## config.mk

```make
export PLATFORM = sky130hd
export DESIGN_NAME = soc_interconnect
export DESIGN_NICKNAME = d
export VERILOG_FILES = /design/src/rtl/soc_interconnect.sv
export SDC_FILE = /design/constraint.sdc
export NUM_CORES = 1
export LEC_CHECK = 0
export CELL_PAD_IN_SITES_DETAIL_PLACEMENT = 1
export CELL_PAD_IN_SITES_GLOBAL_PLACEMENT = 2
export CORE_ASPECT_RATIO = 0.75
export CORE_MARGIN = 3
export CORE_UTILIZATION = 18
export CTS_CLUSTER_SIZE = 10
export DETAILED_ROUTE_END_ITERATION = 10
export GPL_ROUTABILITY_DRIVEN = 0
export HOLD_SLACK_MARGIN = 0.15
export PLACE_DENSITY = 0.89
export SYNTH_ARGS = -nofsm -noshare
export SYNTH_HDL_FRONTEND = slang
export SYNTH_SLANG_ARGS = --single-unit
```

## constraint.sdc

```tcl
create_clock -name clk -period 6.8 [get_ports clk]
set_input_delay 1.36 -clock clk [delete_from_list [all_inputs] [get_ports clk]]
set_output_delay 1.36 -clock clk [all_outputs]
set_load 0.1 [all_outputs]
```

## src/rtl/soc_interconnect.sv

```systemverilog
`default_nettype none
// ============================================================================
// Module   : soc_interconnect
// Brief    : Single-master to multi-slave bus bridge. Decodes the top address
//            byte to a slave and steers one-cycle strobes to it. It supports
//            fixed 1-cycle slaves and handshake slaves with a timeout. It
//            flags unmapped or timed-out transfers and logs errors.
// Revision : 1.0 - initial release
// ============================================================================
module soc_interconnect #(
    parameter int unsigned                NUM_SLAVES     = 8,
    parameter int unsigned                DATA_WIDTH     = 32,
    // Slots are listed left to right: the leftmost byte is slave 0's tag.
    parameter logic [NUM_SLAVES*8-1:0]    SLAVE_TAGS     = {8'h00, 8'h02, 8'h03, 8'h04,
                                                            8'h05, 8'h06, 8'h0F, 8'h07},
    parameter logic [NUM_SLAVES-1:0]      FIXED_LAT_MASK = '1,
    parameter int unsigned                TIMEOUT_CYCLES = 255
) (
    input  logic                             clk,
    input  logic                             reset,
    // Master side
    input  logic [31:0]                      m_addr_i,
    input  logic [DATA_WIDTH-1:0]            m_wdata_i,
    input  logic [DATA_WIDTH/8-1:0]          m_wmask_i,
    input  logic                             m_wstrb_i,
    input  logic                             m_rstrb_i,
    output logic [DATA_WIDTH-1:0]            m_rdata_o,
    output logic                             m_done_o,
    output logic                             m_err_o,
    // Slave side
    output logic [31:0]                      s_addr_o,
    output logic [DATA_WIDTH-1:0]            s_wdata_o,
    output logic [DATA_WIDTH/8-1:0]          s_wmask_o,
    output logic [NUM_SLAVES-1:0]            s_rstrb_o,
    output logic [NUM_SLAVES-1:0]            s_wstrb_o,
    input  logic [NUM_SLAVES*DATA_WIDTH-1:0] s_rdata_i,
    input  logic [NUM_SLAVES-1:0]            s_done_i,
    // Error log
    output logic [7:0]                       err_count_o,
    output logic [31:0]                      err_addr_o
);

    localparam int unsigned IDX_W = (NUM_SLAVES > 1) ? $clog2(NUM_SLAVES) : 1;
    localparam logic [15:0] C_TIMEOUT = 16'(TIMEOUT_CYCLES);

    typedef enum logic [1:0] {
        ST_IDLE = 2'd0,
        ST_WAIT = 2'd1,
        ST_DONE = 2'd2
    } state_t;

    state_t                 state_q;
    logic [IDX_W-1:0]       idx_q;
    logic [31:0]            addr_q;
    logic                   err_q;
    logic [15:0]            cnt_q;
    logic [7:0]             err_count_q;
    logic [31:0]            err_addr_q;

    logic [7:0]             w_tag       [NUM_SLAVES];
    logic [DATA_WIDTH-1:0]  w_slot_data [NUM_SLAVES];
    logic                   w_dec_hit;
    logic [IDX_W-1:0]       w_dec_idx;
    logic                   w_start;
    logic [DATA_WIDTH-1:0]  w_sel_rdata;
    logic                   w_sel_done;
    logic                   w_timeout;

    // Unpack the per-slave tag and read-data slots into arrays.
    generate
        for (genvar gi = 0; gi < NUM_SLAVES; gi++) begin : g_slots
            assign w_tag[gi]       = SLAVE_TAGS[(NUM_SLAVES-1-gi)*8 +: 8];
            assign w_slot_data[gi] = s_rdata_i[gi*DATA_WIDTH +: DATA_WIDTH];
        end
    endgenerate

    // Address decode: the lowest-numbered slave whose tag matches wins.
    always_comb begin
        w_dec_hit = 1'b0;
        w_dec_idx = '0;
        for (int i = 0; i < NUM_SLAVES; i++) begin
            if (!w_dec_hit && (w_tag[i] == m_addr_i[31:24])) begin
                w_dec_hit = 1'b1;
                w_dec_idx = IDX_W'(i);
            end
        end
    end

    assign w_start     = (state_q == ST_IDLE) && (m_rstrb_i || m_wstrb_i);
    assign w_sel_rdata = w_slot_data[idx_q];
    assign w_sel_done  = s_done_i[idx_q];
    // A completion arriving in the final allowed cycle still counts as success.
    assign w_timeout   = (state_q == ST_WAIT) && !w_sel_done && (cnt_q == C_TIMEOUT);

    // Broadcast master signals to every slave.
    assign s_addr_o  = m_addr_i;
    assign s_wdata_o = m_wdata_i;
    assign s_wmask_o = m_wmask_i;

    // Per-slave strobes: only the decoded slave, only in IDLE. Write wins over read.
    always_comb begin
        s_rstrb_o = '0;
        s_wstrb_o = '0;
        if (!reset && (state_q == ST_IDLE) && w_dec_hit) begin
            s_wstrb_o[w_dec_idx] = m_wstrb_i;
            s_rstrb_o[w_dec_idx] = m_rstrb_i && !m_wstrb_i;
        end
    end

    // Master response: DONE reports the registered outcome, WAIT passes the
    // selected slave's handshake through or reports a timeout.
    always_comb begin
        m_done_o  = 1'b0;
        m_err_o   = 1'b0;
        m_rdata_o = w_sel_rdata;
        case (state_q)
            ST_DONE: begin
                m_done_o = 1'b1;
                m_err_o  = err_q;
                if (err_q) begin
                    m_rdata_o = '1;
                end
            end
            ST_WAIT: begin
                if (w_sel_done) begin
                    m_done_o = 1'b1;
                end else if (w_timeout) begin
                    m_done_o  = 1'b1;
                    m_err_o   = 1'b1;
                    m_rdata_o = '1;
                end
            end
            default: ;
        endcase
    end

    // Transfer state machine with registered slave index, address and timeout counter.
    always_ff @(posedge clk or posedge reset) begin
        if (reset) begin
            state_q <= ST_IDLE;
            idx_q   <= '0;
            addr_q  <= '0;
            err_q   <= 1'b0;
            cnt_q   <= '0;
        end else begin
            case (state_q)
                ST_IDLE: begin
                    if (w_start) begin
                        idx_q  <= w_dec_idx;
                        addr_q <= m_addr_i;
                        if (!w_dec_hit) begin
                            err_q   <= 1'b1;
                            state_q <= ST_DONE;
                        end else if (FIXED_LAT_MASK[w_dec_idx]) begin
                            err_q   <= 1'b0;
                            state_q <= ST_DONE;
                        end else begin
                            err_q   <= 1'b0;
                            cnt_q   <= 16'd1;
                            state_q <= ST_WAIT;
                        end
                    end
                end
                ST_WAIT: begin
                    if (w_sel_done || w_timeout) begin
                        cnt_q   <= '0;
                        state_q <= ST_IDLE;
                    end else begin
                        cnt_q <= cnt_q + 16'd1;
                    end
                end
                ST_DONE: begin
                    err_q   <= 1'b0;
                    state_q <= ST_IDLE;
                end
                default: begin
                    err_q   <= 1'b0;
                    cnt_q   <= '0;
                    state_q <= ST_IDLE;
                end
            endcase
        end
    end

    // Error log: saturating count and the address of the most recent failure.
    always_ff @(posedge clk or posedge reset) begin
        if (reset) begin
            err_count_q <= '0;
            err_addr_q  <= '0;
        end else if (m_err_o) begin
            if (err_count_q != 8'hFF) begin
                err_count_q <= err_count_q + 8'd1;
            end
            err_addr_q <= addr_q;
        end
    end

    assign err_count_o = err_count_q;
    assign err_addr_o  = err_addr_q;

endmodule
`default_nettype wire

```

==> key figures, run 1 <==
Logic synthesis
  • Synth warnings: 0
  • FFs w/ async S/R, synth: 1.00
  • Syn Inst Count: 631
  • Ranking of synthesized cells by area: dfrtp_1 33%, mux2_2 19%, mux2i_1 11%, buf_4 8.6%, nand2_1 6.8%
  • Synth Flop Type: dfrtp_1
  • Synth top cells by count: 107 x nand2_1, 98 x mux2_2, 77 x dfrtp_1
  • Dominant cell type by area after synthesis: dfrtp_1
  • Post-synthesis sequential area ratio: 0.326
  • Syn Area/Cell: 9.36 um2
  • #FFs+latches synth: just under 80
  • EDFF count, synth: 0
  • Netlist cell types: 39
  • Cell with the most instances after synthesis: nand2_1
  • Syn Nets: roughly 970
  • Mapped cell area: 5900 um2
  • Top cell type's share of synthesized area: 0.326

Power and ir drop
  • Switching Power: 1.40 mW
  • Design internal power: approximately 1.3 mW
  • Switching share of total power: 0.512
  • Flop pwr share: 0.243
  • Max VDD drop: 0.324 mV
  • Pwr/cell area: 266 nW/um2
  • Leak: 3.98 nW
  • Total Power: 2.74 mW
  • Clock Power Share: 0.171
  • Comb power frac: 0.586

Clock network
  • Clock buffer count from CTS: 9
  • Clock sinks: just under 80
  • PostCTS Resize Cnt: 0
  • CTS Buffer Depth: 2
  • H-tree levels: 3
  • CTS clk-pin slew, worst paths: roughly 0.050 ns
  • Worst-skew pair later-pin latency: ~0.33 ns
  • CTS Root Cell: clkbuf_16
  • Setup bufs post-CTS: 0
  • Hold_buf cts: 0
  • CTS tree: done

Layout
  • Fillers: 3707
  • Fin area: 10300 um2
  • Layout Cells excl Fill: 1394
  • P&R area growth vs syn: 74.0%
  • Final core occ: 0.323
  • Nets: about 1300
  • Ratio of cells with drive above 1 in the final layout: 0.165

Route
  • Routed WL per cell: between 20 and 25 um
  • Wire length on met1: approximately 12 mm
  • Initial DRT Pass Iterations: 4
  • Drt first-iter violations: between 200 and 250
  • Wire length on met2: 13.3 mm
  • Detail Route Antenna Nets: 0
  • Vias: 6058
  • Post-route DRC: 0
  • Max layer used: met5
  • Vias per Instance: 4.35
  • Met3 Routed Length: 2.39 mm
  • Drt total wl: around 28 mm

Worst setup path
  • Slowest cell on the critical path: clkdlybuf4s50_1
  • Most frequent CP cell: clkdlybuf4s50_1
  • CP max FO: 1
  • CP peak stage delay: 1.20 ns
  • Crit Path Category: in -> out
  • Setup crit end kind: output pin
  • Critical Path RT: between 5 and 6 ns
  • Critical path launch point type: input pin
  • Worst EP arrival: ~3.6 ns
  • Critical path, cell by cell: clkdlybuf4s50_1 -> mux2i_1 -> a22o_1 -> o21ai_0 -> clkdlybuf4s50_1

Timing
  • Period utilization: 0.733
  • Minimum clock period: around 5 ns
  • Worst Clk Skew: 0.00445 ns
  • RSZ-0062 raised after global routing: no
  • Final Setup Violations: 0
  • Hold violation total from the final report: 0
  • Least-Margin Pin Slew: 1.06 ns
  • Pins Over Slew Limit: 0
  • Max Clock Freq: 201 MHz
  • Setup TNS: 0 ns
  • Max-slew headroom: 0.291

Min path
  • HP Class: reg -> reg

Floorplan
  • Die width: 215 um
  • Die ar.: 35000 um2
  • Placeable Area: 31800 um2
  • Boundary Pins: 494
  • Die height: 163 um
  • Initial Util: 0.186
  • Row count: 56

Place
  • Hpwl dp: approximately 22 mm
  • Placed cell count: 1379
  • Placed cell area: 9990 um2
  • IO buf count: a little over 400

GRT
  • Initial antenna violation count: 1
  • Vias in the first global route: approximately 6500
  • Global Route Usage Sum: 0.156
  • Largest net degree at the start of global routing: 66
  • Global-route wire length before repair: 41.9 mm
  • GRT overflow: 0

Job
  • Max Cap Viol: 0

Status
  • Run status: finished, final reports clean
-- cell type report --
| class | count | area, um2 | area share |
|---|---|---|---|
| antenna | 1 | 2.50 | 0.000244 |
| multi-input combinational | 435 | 3280 | 0.320 |
| inverter | 6 | 23.8 | 0.00231 |
| timing repair buffer | 426 | 4200 | 0.409 |
| clock buffer | 12 | 246 | 0.0240 |
| clock inverter | 2 | 35.0 | 0.00341 |
| sequential | 77 | 1930 | 0.188 |
| tap | 435 | 544 | 0.0530 |
-- cell usage in the layout (no fill, tap or decap), types with 9 or more instances in the layout --
cell,instances
o21ai_0,37
nor2_1,17
clkbuf_16,9
a22o_1,32
dfrtp_1,76
mux2i_1,64
nand2_1,105
mux2_2,98
buf_4,28
clkdlybuf4s50_1,397
o22ai_1,32
-- routing by layer --
metal	GRT usage	up-vias
li1	-	2834
met1	0.200	2978
met2	0.257	227
met3	0.0571	17
met4	0.0195	2
met5	0.0167	-
-- per-stage QoR --
step                worst slack (ns)  hold slack, ns
floorplan                       1.64           0.433
global placement                1.76           0.442
detailed placement              1.74           0.449
CTS                             1.74           0.464
global route                    1.70           0.484
finish                          1.82           0.463
-- power groups by stage --
stage          Clock (mW)  Combinational, mW  Sequential [mW]
2_1_floorplan           0              0.604             1.27
3_3_place_gp            0               1.60            0.667
3_5_place_dp            0               1.61            0.673
4_1_cts             0.486               1.62            0.666
5_1_grt             0.513               1.67            0.686
6_report            0.468               1.60            0.665
-- worst max-delay path: cells and delay by family --
kind / cells / cell delay, ns
compound gates: 2 / 0.53
buf+inv: 2 / 1.65
mux: 1 / 0.07
-- flip-flops by register name, indices dropped and copies added (netlist names) --
name,cells
addr_q,32
err_addr_o,32
err_count_o,8
idx_q,3
err_q,1
state_q,1
-- kinds of logic (layout without fill, tap and decap cells) --
group	count (synthesis)	in the layout	synth area share
xor+xnor	2	2	0.00297
other cells	0	1	0
flops	77	77	0.326
fa+ha+maj	3	3	0.00551
compound gates	111	111	0.126
simple gates	157	157	0.121
buf+inv	119	446	0.123
mux	162	162	0.295
-- path summary, 6_finish.rpt --
kind | start | to | slack (ns) | depth (start not counted)
min in group asynchronous | reset | err_count_o[1] | 1.32 | 2
setup reg to reg | state_q[1] | err_count_o[1] | 4.38 | 6
hold / removal | addr_q[0] | err_addr_o[0] | 0.46 | 2
max in group asynchronous | reset | idx_q[1] | 4.32 | 3
hold reg to reg | addr_q[0] | err_addr_o[0] | 0.46 | 2
setup / recovery | s_rdata_i[116] | m_rdata_o[20] | 1.82 | 5
Power figures use the tool's default switching activity.
==> run 2: changes to the inputs <==
--- a/config.mk
+++ b/config.mk
@@ -9,12 +9,12 @@
 export CELL_PAD_IN_SITES_GLOBAL_PLACEMENT = 2
 export CORE_ASPECT_RATIO = 0.75
 export CORE_MARGIN = 3
-export CORE_UTILIZATION = 18
+export CORE_UTILIZATION = 15
 export CTS_CLUSTER_SIZE = 10
 export DETAILED_ROUTE_END_ITERATION = 10
 export GPL_ROUTABILITY_DRIVEN = 0
 export HOLD_SLACK_MARGIN = 0.15
-export PLACE_DENSITY = 0.89
+export PLACE_DENSITY = 0.79
 export SYNTH_ARGS = -nofsm -noshare
 export SYNTH_HDL_FRONTEND = slang
 export SYNTH_SLANG_ARGS = --single-unit
==> constraint.sdc (replaced) <==
create_clock -name clk -period 4.5 [get_ports clk]
set_input_delay 0.9 -clock clk [delete_from_list [all_inputs] [get_ports clk]]
set_output_delay 0.9 -clock clk [all_outputs]
set_load 0.1 [all_outputs]
==> key figures, run 2 (same netlist as run 1, synthesis figures left out) <==
Clock network
  • Hold_buf cts: 0 (unchanged)
  • CTS Buffer Depth: 2 (unchanged)
  • CTS Root Cell: clkbuf_16
  • PostCTS Resize Cnt: 0 (unchanged)
  • H-tree levels: 3 (unchanged)
  • Clock sinks: 77 (unchanged)
  • Worst-skew pair later-pin latency: 0.34 ns (about the same)
  • CTS clk-pin slew, worst paths: 0.06 ns (about the same)
  • CTS tree: done
  • Setup bufs post-CTS: 0 (unchanged)
  • Clock buffer count from CTS: 9 (unchanged)

Route
  • Vias: 5957 (-1.7%)
  • Drt total wl: 27.9 mm (-1.8%)
  • Drt first-iter violations: 178 (-16%)
  • Detail Route Antenna Nets: 0 (unchanged)
  • Vias per Instance: 4.04 (-7.1%)
  • Initial DRT Pass Iterations: 4 (unchanged)
  • Routed WL per cell: 18.9 um (-7.2%)
  • Post-route DRC: 0 (unchanged)

Timing
  • Least-Margin Pin Slew: 1.10 ns (+0.0427 ns)
  • Minimum clock period: 3.92 ns
  • Period utilization: 0.871
  • Max Clock Freq: 255 MHz
  • Final Setup Violations: 0 (unchanged)
  • RSZ-0062 raised after global routing: no
  • Worst Clk Skew: 0.00673 ns (+0.00228 ns)
  • Hold violation total from the final report: 0 (unchanged)
  • Pins Over Slew Limit: 0 (unchanged)
  • Final WS setup: 0.581 ns (-1.24 ns)
  • Setup TNS: 0 ns (unchanged)
  • Max-slew headroom: 0.263 (-0.0282)

Min path
  • Hold Path Sink: err_addr_o[13]
  • HP Class: reg -> reg
  • Hold depth: 2 (unchanged)
  • Hold_sp: addr_q[13]

Power and ir drop
  • Pwr/cell area: 406 nW/um2 (+53%)
  • Flop pwr share: 0.234 (-0.009)
  • Clock Power Share: 0.201 (+0.030)
  • Switching Power: 2.14 mW (+53%)
  • Comb power frac: 0.565 (-0.021)
  • Switching share of total power: 0.503 (-0.00960)
  • Max VDD drop: 0.254 mV (-22%)
  • Leak: 4.12 nW (+3.6%)
  • Design internal power: 2.12 mW (+59%)

Floorplan
  • Die ar.: 41800 um2 (+19%)
  • Row count: 62 (+11%)
  • Die width: 235 um (+9.3%)
  • Initial Util: 0.153 (-0.0325)
  • Placeable Area: 38600 um2 (+21%)
  • Boundary Pins: 494 (unchanged)
  • Die height: 178 um (+9.2%)

Layout
  • P&R area growth vs syn: 77.7%
  • Area of the multi-input gates: 3280 um2 (unchanged)
  • Register Area: 1930 um2 (unchanged)
  • Layout Cells excl Fill: 1475 (+5.8%)
  • Ratio of cells with drive above 1 in the final layout: 0.239 (+0.0739)
  • Most frequent cells in the layout: 332 x clkdlybuf4s50_1, 105 x nand2_1, 98 x mux2_2
  • Nets: 1295 (+0.23%)
  • Most common cell after layout, fill and taps aside: clkdlybuf4s50_1
  • Fin area: 10500 um2 (+2.1%)
  • Fillers: 4427 (+19%)
  • Antenna diode count: 0 (-1)
  • Final core occ: 0.272 (-0.0508)

GRT
  • Global Route Usage Sum: 0.128 (-0.0276)
  • Vias in the first global route: 6550 (+0.88%)
  • GRT overflow: 0 (unchanged)
  • Initial antenna violation count: 0 (-1)
  • Largest net degree at the start of global routing: 66 (unchanged)
  • Global-route wire length before repair: 41.1 mm (-1.9%)

Worst setup path
  • Critical path, cell by cell: clkdlybuf4s50_1 -> or4_4 -> or4_1 -> nor2_1 -> buf_12
  • RR Endpoint: err_count_o[1]
  • Worst Reg-to-Reg Cells: 6 (unchanged)
  • Crit Path Category: in -> out
  • Critical path launch point type: input pin
  • Worst EP arrival: 3.02 ns (-0.60 ns)
  • Largest delay share family, worst path: simple AND/OR/NAND/NOR gates
  • Critical Path RT: 3.60 ns (-1.84 ns)
  • Reg2reg start: state_q[1]
  • CP peak stage delay: 0.65 ns (-0.55 ns)
  • Reg2reg setup slack: 1.91 ns (-2.47 ns)
  • Crit path buf inv count: 2 (unchanged)
  • Setup crit end kind: output pin
  • Slowest cell on the critical path: or4_4
  • CP max FO: 9 (+8)

Job
  • Max Cap Viol: 0 (unchanged)

Place
  • Placed cell count: 1459 (+5.8%)
  • IO buf count: 413 (unchanged)
  • Pre-CTS setup slack: 0.575 ns (-1.16 ns)
  • Placed cell area: 10100 um2 (+1.6%)
  • Hpwl dp: 22.3 mm (-0.76%)

Status
  • Run status: finished, final reports clean
-- run 2: power by group through the flow --
stage | Sequential (mW) | Clock [mW] | Combinational [mW]
after floorplan | 1.92 | 0 | 0.913
after global placement | 1.00 | 0 | 2.42
after detailed placement | 1.01 | 0 | 2.43
after CTS | 1.00 | 0.882 | 2.44
after global routing | 1.03 | 0.917 | 2.51
final | 0.998 | 0.855 | 2.41
-- run 2: worst max-delay path by stage --
stage	end	slack (ns)	start	depth (start not counted)
6_report	s_wstrb_o[6]	0.58	m_addr_i[31]	5
5_1_grt	s_wstrb_o[6]	0.50	m_addr_i[31]	5
4_1_cts	s_rstrb_o[0]	0.56	m_addr_i[31]	5
3_5_place_dp	s_wstrb_o[5]	0.58	m_addr_i[31]	5
3_3_place_gp	s_wstrb_o[1]	0.57	m_addr_i[31]	5
2_1_floorplan	s_wstrb_o[4]	0.26	m_addr_i[31]	4
-- run 2: per-layer routing --
metal | global-route usage | wire (um)
met5 | 0 | 0
met2 | 0.229 | 14300
met4 | 0.0153 | 197
met1 | 0.153 | 11500
met3 | 0.0446 | 1800
-- run 2: through the flow --
step	total power [mW]	hold slack (ns)
finish	4.26	0.463
detailed placement	3.45	0.453
floorplan	2.83	0.433
CTS	4.32	0.468
global route	4.45	0.487
global placement	3.42	0.441
-- run 2: final cells by class --
class	count	area share
clock buffers	10	0.0228
multi-input cells	435	0.313
well taps	512	0.0611
flip-flops and latches	77	0.184
inverters	6	0.00227
repair buffers	429	0.406
clock inverters	6	0.0104
-- run 2: tightest hold or removal path, cell delays in order (launching register included) --
cell,delay [ns]
dfrtp_1,0.34
nand2_1,0.05
nand2_1,0.05
==> variant 1, RTL diff (flow settings as in run 1) <==
Register the outputs `s_addr_o`, `s_wdata_o` and `s_wmask_o`, cleared by the reset; this adds one clock of latency there. The other outputs are not delayed to match.
--- a/src/rtl/soc_interconnect.sv
+++ b/src/rtl/soc_interconnect.sv
@@ -93,9 +93,17 @@
     assign w_timeout   = (state_q == ST_WAIT) && !w_sel_done && (cnt_q == C_TIMEOUT);
 
     // Broadcast master signals to every slave.
-    assign s_addr_o  = m_addr_i;
-    assign s_wdata_o = m_wdata_i;
-    assign s_wmask_o = m_wmask_i;
+    always_ff @(posedge clk or posedge reset) begin
+        if (reset) begin
+            s_addr_o  <= '0;
+            s_wdata_o <= '0;
+            s_wmask_o <= '0;
+        end else begin
+            s_addr_o  <= m_addr_i;
+            s_wdata_o <= m_wdata_i;
+            s_wmask_o <= m_wmask_i;
+        end
+    end
 
     // Per-slave strobes: only the decoded slave, only in IDLE. Write wins over read.
     always_comb begin
Check against the original RTL: not equivalent (a bounded check fails within 4 cycles, from zero or initial values and one cycle with reset high).
==> variant 1 against run 1 <==
Total power increased by 44%. Synthesized cell count unchanged. Synthesized area increased by 20%. Worst setup slack got worse by 0.53 ns. Design area increased by 27%. Sequential cell count increased by 68. Routed wire length increased by 17%. Sequential power increased by 67%. Sequential share of layout area increased by 9.0 points. Critical endpoint is now s_wstrb_o[5]. Largest cell class unchanged. Largest power group unchanged.
==> variant 1: results <==
export IMPL_drive_above_1_share=0.1432
export IMPL_grt_usage=0.1519
export IMPL_r2r_end="addr_q[20]$_DFFE_PP0P_"
export IMPL_htreeDepth=4
export IMPL_hold_start="addr_q[6]$_DFFE_PP0P_"
export IMPL_portBuffers=485
export IMPL_grt_max_degree=90
export IMPL_hpwl_mm=25.78
export IMPL_viasPerCell=4.191
export IMPL_dr_pass1_iters=4
export IMPL_ys_top_cells_by_count="145 x dfrtp_1, 108 x nand2_1, 97 x mux2_2, 65 x mux2i_1"
export IMPL_dp_slack_ns=1.210
export IMPL_drtIter0Drc=209
export IMPL_p_leak_nw=5.224
export IMPL_crit_path_max_fanout=9
export IMPL_grt_pass1_vias=7416
export IMPL_wl_per_cell_um=20.33
export IMPL_cts_setup_buffers=0
export IMPL_hold_ws_ns=0.4743
export IMPL_insertion_delay_ns=0.43
export IMPL_relSlewSlack=0.2679
export IMPL_layout_nets=1441
export IMPL_finalCritPeriodShare=0.8103
export IMPL_skew_ns=0.007897
export IMPL_ff2ff_path_depth=5
export IMPL_antenna_found_initial=4
export IMPL_status="completed"
export IMPL_grt_pass1_wl_mm=48.51
export IMPL_whs_endpoint="addr_q[6]$_DFFE_PP0P_"
export IMPL_reg2reg_slack_ns=4.28
export IMPL_yosys_top_cells_area="dfrtp_1 51%, mux2_2 15%, mux2i_1 9.2%, nand2_1 5.7%, a22o_1 3.9%"
export IMPL_synth_cell_types=39
export IMPL_cts_made_buffers=17
export IMPL_yosysSeqAreaShare=0.5105
export IMPL_slowest_delay_ns=1.14
export IMPL_setup_violations_final=0
export IMPL_crit_path_top_delay_cell="clkdlybuf4s50_1"
[variant 1: cell types whose count changed after synthesis, moves of 4 or more]
cell,run 1,this run
inv_1,6,2
or4_4,5,0
buf_1,6,2
buf_4,68,10
o21ai_0,37,5
dfrtp_1,77,145
o21ai_1,0,32
clkbuf_1,25,15
nor2_1,18,25
[variant 1: metrics by stage]
step,std cells,cell area [sq um]
floorplan,631,7108
detailed placement,1597,12450
finish,1630,13060
global placement,1597,12450
global route,1629,13050
CTS,1629,13050
[variant 1: final cells by class]
type                       instances  area [sq um]
fill                            4321         25580
multi-input combinational        439          3226
sequential                       145          3632
tap                              512         640.6
timing repair buffer             497          4932
clock buffer                      19         452.9
antenna                            1         2.502
inverter                           4         20.02
clock inverter                    13         150.1
[variant 1: worst register-to-register path: stages, from the launching register on]
cell,delay (ns)
dfrtp_1,0.47
or2_2,0.73
clkinv_1,0.61
buf_4,0.41
nand2_1,0.13
nand2_1,0.06
[variant 1: layer usage]
layer / track usage / part of all wire
met5: 0 / 0.00039
met4: 0.03040 / 0.0089
met3: 0.03694 / 0.044
met2: 0.2624 / 0.52
met1: 0.1944 / 0.43
[variant 1: cell families (layout without fill, tap and decap cells)]
family	count (synthesis)	count (layout)	synth area share
buffers and inverters	47	533	0.03644
adders and majority gates	2	2	0.003168
xor gates and xnor gates	4	4	0.004930
DFF	145	145	0.5105
AOI/OAI and AO/OA	107	107	0.09892
other	0	1	0
and+or+nand+nor	163	163	0.09928
muxes	163	163	0.2468
[variant 1: worst max path at each step]
stage	startpoint	end	depth (start not counted)
2_1_floorplan	reset	addr_q[0]$_DFFE_PP0P_	1
3_3_place_gp	reset	s_wstrb_o[1]	5
3_5_place_dp	reset	s_wstrb_o[1]	5
4_1_cts	reset	s_wstrb_o[1]	5
5_1_grt	m_wstrb_i	s_wstrb_o[1]	5
6_report	m_addr_i[29]	s_wstrb_o[5]	6
[variant 1: power breakdown]
part | switching, mW | total (mW) | internal, mW
sequential | 0.0931 | 1.11 | 1.01
combinational | 1.35 | 1.89 | 0.538
clock | 0.386 | 0.951 | 0.566
total | 1.83 | 3.94 | 2.12
==> variant 2, RTL diff (flow settings as in run 1) <==
Without the edit above. The parameter `DATA_WIDTH` goes from 32 to 64.
--- a/src/rtl/soc_interconnect.sv
+++ b/src/rtl/soc_interconnect.sv
@@ -9,7 +9,7 @@
 // ============================================================================
 module soc_interconnect #(
     parameter int unsigned                NUM_SLAVES     = 8,
-    parameter int unsigned                DATA_WIDTH     = 32,
+    parameter int unsigned                DATA_WIDTH     = 64,
     // Slots are listed left to right: the leftmost byte is slave 0's tag.
     parameter logic [NUM_SLAVES*8-1:0]    SLAVE_TAGS     = {8'h00, 8'h02, 8'h03, 8'h04,
                                                             8'h05, 8'h06, 8'h0F, 8'h07},
Ports: changed (6 resized); port bits go from 494 to 854. No check against the original RTL was run, so the function may have changed too.
==> variant 2 against run 1 <==
The flow now stops in 3_2_place_iop. Synthesized area increased by 41%. Synthesized cell count increased by 46%.
==> variant 2: results <==
export IMPL_error="[ERROR PPL-0024] Number of IO pins (854) exceeds maximum number of available positions (822). Increase the die perimeter from 892.26um to 1161.44um."
export IMPL_yosysSeqAreaShare=0.2319
export IMPL_haltStage="3_2_place_iop"
export IMPL_yosys_top_cells_area="dfrtp_1 23%, mux2_2 22%, mux2i_1 15%, buf_4 9.4%, a22o_1 6.7%"
export IMPL_ys_top_cells_by_count="162 x mux2_2, 128 x mux2i_1, 107 x nand2_1, 104 x buf_4, 77 x dfrtp_1"
export IMPL_ys_seq_elements=77
export IMPL_synth_warnings=0
export IMPL_netlist_instances=922
export IMPL_status="stopped before the end"
export IMPL_synthArstFlopShare=1.000
export IMPL_avgSynthCellArea_sq_um=9.011
export IMPL_synth_flop_cell="dfrtp_1"
export IMPL_synth_cell_types=39
export IMPL_synth_fp_nets=1551
==> variant 2: cell families after synthesis <==
kind of cell,Yosys count,share of synthesized area
mux,290,0.3738
compound gates,207,0.1664
buf+inv,186,0.1358
simple gates,157,0.08599
flops,77,0.2319
fa+ha+maj,3,0.003916
xor+xnor,2,0.002109
